File: config.mk
export PLATFORM = sky130hd
export DESIGN_NAME = dmem_arbiter
export DESIGN_NICKNAME = d
export VERILOG_FILES = /design/src/rtl/dmem_arbiter.sv
export SDC_FILE = /design/constraint.sdc
export NUM_CORES = 1
export LEC_CHECK = 0
export CAP_MARGIN = 0
export CORE_AREA = 2 2 118 120
export DETAILED_ROUTE_END_ITERATION = 8
export DIE_AREA = 0 0 120 122
export PLACE_DENSITY_LB_ADDON = 0.3
export REMOVE_ABC_BUFFERS = 1
export SLEW_MARGIN = 20
export SYNTH_ARGS = -nofsm -noshare
export SYNTH_HDL_FRONTEND = slang
export SYNTH_SLANG_ARGS = --single-unit
File: constraint.sdc
create_clock -name clk -period 3.38 [get_ports clk]
set_clock_uncertainty 0.1 [all_clocks]
set_input_delay 0.338 -clock clk [delete_from_list [all_inputs] [get_ports clk]]
set_output_delay 0.338 -clock clk [all_outputs]
set_load 0.02 [all_outputs]
File: src/rtl/dmem_arbiter.sv
// dmem_arbiter: two-port round-robin arbiter and sequencer in front of a
// single-port data memory with combinational read data.
//
// Ports:
//   clk, rst          clock, asynchronous active-high reset
//   p0_* / p1_*       requester ports (port 0 = CPU LSU, port 1 = DMA/debug):
//                     req/lock/we/addr/wdata in; gnt (combinational),
//                     rvalid/rdata/err (registered, one cycle after gnt) out
//   mem_we/addr/wdata to the memory
//   mem_rdata         from the memory (combinational read of mem_addr)
//
// A port may take burst ownership by granting with lock=1. A locked burst
// ends on an unlocked beat, after MAX_BURST beats, or after the owner has
// been idle for two consecutive cycles.
module dmem_arbiter #(
    parameter logic [31:0] ADDR_MAX  = 32'h8000,
    parameter int          MAX_BURST = 8
) (
    input  logic        clk,
    input  logic        rst,
    input  logic        p0_req,
    input  logic        p0_lock,
    input  logic        p0_we,
    input  logic [31:0] p0_addr,
    input  logic [31:0] p0_wdata,
    output logic        p0_gnt,
    output logic        p0_rvalid,
    output logic [31:0] p0_rdata,
    output logic        p0_err,
    input  logic        p1_req,
    input  logic        p1_lock,
    input  logic        p1_we,
    input  logic [31:0] p1_addr,
    input  logic [31:0] p1_wdata,
    output logic        p1_gnt,
    output logic        p1_rvalid,
    output logic [31:0] p1_rdata,
    output logic        p1_err,
    output logic        mem_we,
    output logic [31:0] mem_addr,
    output logic [31:0] mem_wdata,
    input  logic [31:0] mem_rdata
);

    typedef enum logic [1:0] {IDLE, LOCK0, LOCK1} state_t;

    localparam logic [8:0] MAX_B   = 9'(MAX_BURST);
    // A one-beat cap would release on the very beat that takes the lock,
    // so locking is meaningless and never entered.
    localparam bit         LOCK_EN = (MAX_BURST > 1);

    state_t     state, state_nxt;
    logic       last_gnt, last_gnt_nxt;
    logic [7:0] burst_cnt, burst_cnt_nxt;
    logic       idle_cnt, idle_cnt_nxt;

    logic sel_valid;   // some port wins this cycle
    logic sel;         // index of the winning port
    logic sel_we, sel_lock, in_range;

    // Winner selection.
    always_comb begin
        sel_valid = 1'b0;
        sel       = 1'b0;
        case (state)
            LOCK0: begin
                sel       = 1'b0;
                sel_valid = p0_req;
            end
            LOCK1: begin
                sel       = 1'b1;
                sel_valid = p1_req;
            end
            default: begin
                if (p0_req && p1_req) begin
                    sel_valid = 1'b1;
                    sel       = ~last_gnt;
                end else if (p0_req) begin
                    sel_valid = 1'b1;
                    sel       = 1'b0;
                end else if (p1_req) begin
                    sel_valid = 1'b1;
                    sel       = 1'b1;
                end
            end
        endcase
    end

    assign p0_gnt    = sel_valid & ~sel;
    assign p1_gnt    = sel_valid & sel;
    // Port 0 drives the memory bus whenever port 1 is not the winner.
    assign mem_addr  = p1_gnt ? p1_addr  : p0_addr;
    assign mem_wdata = p1_gnt ? p1_wdata : p0_wdata;
    assign sel_we    = sel ? p1_we   : p0_we;
    assign sel_lock  = sel ? p1_lock : p0_lock;
    assign in_range  = (mem_addr <= ADDR_MAX);
    assign mem_we    = sel_valid & sel_we & in_range & ~rst;

    // Lock sequencing and round-robin history.
    always_comb begin
        state_nxt     = state;
        burst_cnt_nxt = burst_cnt;
        idle_cnt_nxt  = idle_cnt;
        last_gnt_nxt  = sel_valid ? sel : last_gnt;
        case (state)
            IDLE: begin
                if (sel_valid && sel_lock && LOCK_EN) begin
                    state_nxt     = sel ? LOCK1 : LOCK0;
                    burst_cnt_nxt = 8'd1;
                    idle_cnt_nxt  = 1'b0;
                end
            end
            default: begin
                if (sel_valid) begin
                    idle_cnt_nxt = 1'b0;
                    if (!sel_lock || (({1'b0, burst_cnt} + 9'd1) >= MAX_B)) begin
                        state_nxt     = IDLE;
                        burst_cnt_nxt = 8'd0;
                    end else begin
                        burst_cnt_nxt = burst_cnt + 8'd1;
                    end
                end else if (idle_cnt) begin
                    state_nxt     = IDLE;
                    burst_cnt_nxt = 8'd0;
                    idle_cnt_nxt  = 1'b0;
                end else begin
                    idle_cnt_nxt = 1'b1;
                end
            end
        endcase
    end

    always_ff @(posedge clk or posedge rst) begin
        if (rst) begin
            state     <= IDLE;
            last_gnt  <= 1'b1;
            burst_cnt <= 8'd0;
            idle_cnt  <= 1'b0;
        end else begin
            state     <= state_nxt;
            last_gnt  <= last_gnt_nxt;
            burst_cnt <= burst_cnt_nxt;
            idle_cnt  <= idle_cnt_nxt;
        end
    end

    // Response registers: memory read data never reaches a requester
    // combinationally; out-of-range reads return zero.
    always_ff @(posedge clk or posedge rst) begin
        if (rst) begin
            p0_rvalid <= 1'b0;
            p0_err    <= 1'b0;
            p0_rdata  <= 32'd0;
            p1_rvalid <= 1'b0;
            p1_err    <= 1'b0;
            p1_rdata  <= 32'd0;
        end else begin
            p0_rvalid <= p0_gnt & ~p0_we;
            p0_err    <= p0_gnt & ~in_range;
            p1_rvalid <= p1_gnt & ~p1_we;
            p1_err    <= p1_gnt & ~in_range;
            if (p0_gnt && !p0_we) p0_rdata <= in_range ? mem_rdata : 32'd0;
            if (p1_gnt && !p1_we) p1_rdata <= in_range ? mem_rdata : 32'd0;
        end
    end

endmodule

# --- Word level (Yosys, flattened, before mapping) ---
# Index checks and enable logic that the tools add are counted.
# W data, S select, Z words.
word_totals:
  ff_bits: 80
  inputBits: 168
  output_inout_bits: 135
  elab_cells: 72
op_classes:
  addsub: 2
  magnitude_cmp: 2
  eq_ne: 4
  mux: 27
  bitwise_logic: 15
  n_reduce_logical: 12
op_table:
  columns: ["cell", "n"]
  rows:
  - ["$mux W32", 3]
  - ["$mux W8", 5]
  - ["$le A32 B16 Y1 const B", 1]
  - ["$mux W2", 6]
  - ["$mux W1", 11]
  - ["$add A8 B1 Y9 const B", 1]
  - ["$and A1 B1 Y1", 9]
  - ["$ge A9 B4 Y1 const B", 1]
  - ["$add A8 B1 Y8 const B", 1]
  - ["$not A1 Y1", 6]
  - ["$logic_and A1 B1 Y1", 4]
  - ["$pmux W1 S2", 2]
  - ["$logic_not A1 Y1", 3]
  - ["$ne A3 B1 Y1 const B", 1]
  - ["$reduce_and A3 Y1", 1]
  - ["$reduce_bool A3 Y1", 1]
  - ["$eq A2 B1 Y1 const B", 1]
  - ["$eq A2 B2 Y1 const B", 1]
  - ["$logic_not A2 Y1", 1]
  - ["$ne A2 B2 Y1 const B", 1]
  - ["$reduce_and A2 Y1", 1]
  - ["$logic_or A1 B1 Y1", 1]

# --- Depth between registers and ports, before layout ---
logic_depth:
  depth_word: 10
  mapped_depth: 10
  mapped_depth_nobuf: 8

# --- Worst setup path after synthesis ---
# OpenSTA, ideal clock, no wires.
synth_path:
  path_kind: "register to output"
  startpoint: "register state[0]"
  endpoint: "output mem_we"
  t_arrival_ps: 2189
  required_ps: 2942
  slack_ps: 753
  path_stages_with_launch: 8
  n_path_buf: 0
  cell_sequence: "dfrtp_1 -> inv_1 -> ha_1 -> and2_1 -> and3_1 -> o31ai_1 -> a21oi_1 -> nor4_1"
synth_via:
  elab_chain_cells: 7
synth_lines:
  columns: ["element", "line", "source"]
  rows:
  - ["start, declared", "52", "state_t state, state_nxt;"]
  - ["start signal, assigned", "140", "state <= state_nxt;"]
  - ["$eq A2 B2 Y1 / $eq A2 B1 Y1 (equally long branches)", "65", "case (state)"]
  - ["$pmux W1 S2", "65", null]
  - ["$and A1 B1 Y1", "90", "assign p1_gnt = sel_valid & sel;"]
  - ["$mux W32", "92", "assign mem_addr = p1_gnt ? p1_addr : p0_addr;"]
  - ["$le A32 B16 Y1", "96", "assign in_range = (mem_addr <= ADDR_MAX);"]
  - ["$and A1 B1 Y1 (*) (2 in series)", "97", "assign mem_we = sel_valid & sel_we & in_range & ~rst;"]
  - ["end, declared", "39", "output logic mem_we,"]
# Every way passes the cells marked *; elsewhere a longest branch is shown, timed or not.

# --- Worst setup path after layout ---
layout_path:
  startpoint: "register state[0]"
  endpoint: "output mem_addr[28]"
layout_via:
  elab_chain_cells: 4
layout_lines:
  columns: ["element", "line", "source"]
  rows:
  - ["$eq A2 B2 Y1 / $eq A2 B1 Y1 (equally long branches)", "65", null]
  - ["$pmux W1 S2", "65", null]
  - ["$and A1 B1 Y1 (*)", "90", null]
  - ["$mux W32 (*)", "92", null]
  - ["end, declared", "40", "output logic [31:0] mem_addr,"]
# Marked as above.

==> metrics.md <==
| Metric | Value |
|---|---|
| Final Instance Area | `7775 sq um` |
| Crit path top cell by count | `nand2_1` |
| Slowest cell on the critical path | `clkdlybuf4s50_1` |
| Sequential cell area fraction in the yosys report | `0.4877` |
| Average size of a mapped cell | `approximately 9 sq um` |
| Worst-Skew Late Latency | `around 0.33 ns` |
| Core Area | `13500 sq um` |
| Yosys warnings | `0` |
| Clock transition at the registers of the reported paths | `0.07 ns` |
| Achievable Freq | `0.3037 GHz` |
| Gr usage total | `0.2697` |
| CTS tree | `yes` |
| Clock root buffer | `clkbuf_16` |
| HPWL Detailed | `15960 microns` |
| XOR/XNOR Fraction of Synth Area | `0` |
| Worst Path Arrival | `2.85 ns` |
| Synth cell types | `48` |
| # fillers | `1186` |
| # H-tree levels | `3` |
| FF-to-FF Start | `state[0]` |
| Synthesized cell area | `a little over 4000 sq um` |
| Vias per cell | `4.997` |
| Setup violators final | `0` |
| Die area | `14640 sq um` |
| Total Nets Final | `slightly above 900` |
| Min Clock Period, post-route | `around 3.3 ns` |
| Sequence of cells on the critical path | `inv_1 > ha_1 > and2_1 > a22oi_2 > inv_2 > buf_12 > nand2_1 > nand2_1 > clkdlybuf4s50_1` |
| Worst EP required | `between 2 and 3 ns` |
| Critical Path Max Stage Delay | `0.59 ns` |
| Post-synth top area share | `0.4813` |
| Critical path peak fanout | `33` |
| VDD IR-drop max | `between 0.2 and 0.3 mV` |
| Vias in the first global route | `between 4000 and 5000` |
| DR DRC count | `0` |
| Initial Utilization | `0.3042` |
| Die Y | `~120 microns` |
| Status | `complete, no violations` |
| Synth top area cells | `dfrtp_1, nand2_1, a22o_1` |
| Hold Fails Final Rpt | `0` |
| Max-slew headroom | `0.4702` |
| Drt pass-1 iters | `7` |
| Setup crit start | `state[0]` |
| Max-slew violations | `0` |
| Post-DP Area | `7296 sq um` |
| Iter 0 DRT Violations | `310` |
| Setup CP Type | `reg2out` |
| Startpoint Class | `flop` |
| Largest net degree at the start of global routing | `64` |
| Synth Instances | `about 460` |
| Total gr overflow | `0` |
| Synth Area in Adders | `0.01523` |
| First-pass GRT wire length | `29190 microns` |
| Leakage power | `0.003922 uW` |
| Number of buffers and inverters on the critical path | `4` |
| Worst Hold Class | `in2async` |
| RePlAce Congestion | `1.067` |
| Crit. End Element | `output port` |
| Worst slack at placement | `approximately 0.12 ns` |
| Area Growth Syn to Fin | `89.28%` |
| Register bit total from synthesis | `80` |
| Vias post-DR | `4737` |
| Worst path top cell family by delay | `buffers and inverters` |
| Final WS setup | `0.08756 ns` |
| Simple-gate area share of the yosys netlist | `0.2574` |
| Share of cells above drive strength 1 | `0.05374` |
| Port bufs | `302` |
| PwrDens | `about 550 nW/um^2` |
| Main combinational cell family by area after synthesis | `simple AND/OR/NAND/NOR gates` |
| Top-Level Pins | `303` |
| Period utilization | `0.9741` |
| CTS Buf Count | `9` |
| Initial antenna violation count | `5` |
| Compound-Gate Fraction of Synth Area | `0.1803` |
| Total wire length | `about 21000 microns` |
| Routed len/inst | `21.94 microns` |
| RSZ-0062 raised after global routing | `true` |
| Tightest Pin Transition | `0.7938 ns` |
| Mux cell area share after synthesis | `0.004874` |
| Routed Antenna Nets | `0` |
| Max Cap Viol | `0` |
| Sinks on Clock Net | `80` |
| Die Width | `about 120 microns` |
| Leading area contributor after synthesis | `dfrtp_1` |
| Cts hold-fix bufs | `0` |
| # rows | `43` |
| Clock Path Buffers | `2` |
## path summary, 6_finish.rpt
check                               end  slack, ns  depth (start not counted)
setup / recovery           mem_addr[28]       0.09                          9
hold / removal                   p1_err       0.37                          2
setup reg to reg            p1_rdata[1]       0.54                          9
hold reg to reg            burst_cnt[4]       0.39                          1
max in group asynchronous  p0_rdata[15]       2.15                          3
min in group clk           burst_cnt[4]       0.39                          1
## report_power, final
group,internal [uW],leakage (uW),switching [uW]
Clock,580,0.000147,407
Combinational,968,0.00267,1270
Sequential,1010,0.00110,36.0
Total,2560,0.00392,1710
## logic make-up (layout without fill, tap and decap cells)
family | after synthesis | in the layout
and+or+nand+nor | 247 | 247
DFF | 80 | 80
muxes | 2 | 2
AOI/OAI and AO/OA | 86 | 86
other | 0 | 5
adders and majority gates | 5 | 5
buffers and inverters | 42 | 343
## per-stage QoR
step	util	hold slack [ns]	cells	total power, uW	setup TNS (ns)
2_1_floorplan	-	0.3539	433	2100	-184.24
3_3_place_gp	0.5403	0.3697	923	3210	0
3_5_place_dp	0.5403	0.3733	923	3215	0
4_1_cts	0.5650	0.3903	940	4250	0
5_1_grt	0.5757	0.4026	948	4484	-0.07107
6_report	0.5757	0.3740	948	4270	0
## layer usage
| layer | share of wire | track usage | vias up |
|---|---|---|---|
| met1 | 0.41 | 0.3427 | 2305 |
| met5 | 0 | 0 | - |
| met3 | 0.073 | 0.05758 | 24 |
| met2 | 0.50 | 0.4563 | 209 |
| met4 | 0.022 | 0.09118 | 0 |
| li1 | - | - | 2199 |
## synthesized netlist by cell type, drive strengths merged
cell type and number:
o211ai 2, dfrtp 79, buf 17, nand4 4, a22oi 1, nand2 192, and3b 1, and3 2
nand3 1, o221ai 1, a22o 64, or3 1, or4 2, nor3b 2, a41oi 1, mux2i 2
and2 7, clkbuf 12, nor4 17, or2 1, dfstp 1, o22a 2, a221oi 1, a211o 1
o21ai 2, a21oi 2, nor2b 3, a21o 2, ha 5, a2111oi 1, o22ai 1, a32o 1
nand3b 1, inv 13, a31oi 1, nand2b 2, nor3 3, nor2 8, o21a 1, a21boi 1
o31ai 1
## repair_timing
action / CTS / global route
resized for setup: 1 / 44
gates cloned: 1 / 2
buffers inserted: 0 / 1
endpoints found under the setup margin: 2 / 22
## registers in the layout, summed over array words and instances, names as in the netlist
signal,cells
idle_cnt,1
last_gnt,1
p0_rvalid,1
p1_err,1
p0_rdata,32
p1_rdata,32
p0_err,1
burst_cnt,8
state,2
p1_rvalid,1
## cells in the final DEF (no fill, tap or decap), types with 3 or more instances in the layout
| cell | instances |
|---|---|
| a22o_1 | 64 |
| and2_1 | 7 |
| buf_12 | 3 |
| buf_4 | 7 |
| clkbuf_16 | 10 |
| clkdlybuf4s50_1 | 260 |
| dfrtp_1 | 79 |
| diode_2 | 5 |
| dlymetal6s2s_1 | 39 |
| ha_1 | 5 |
| inv_1 | 8 |
| inv_2 | 4 |
| inv_6 | 3 |
| nand2_1 | 192 |
| nand4_1 | 4 |
| nor2_1 | 8 |
| nor3_1 | 3 |
| nor4_1 | 16 |
## area by class of cell
cell class	instances	area, sq um	area share
diodes	5	12.51	0.001609
clock buffers	9	225.2	0.02897
clock inverters	7	77.57	0.009977
inverters	13	50.05	0.006437
multi-input cells	340	1889	0.2430
flip-flops and latches	80	2003	0.2576
well taps	180	225.2	0.02897
repair buffers	314	3292	0.4234
Note: power is estimated with default switching activity, not from simulation.
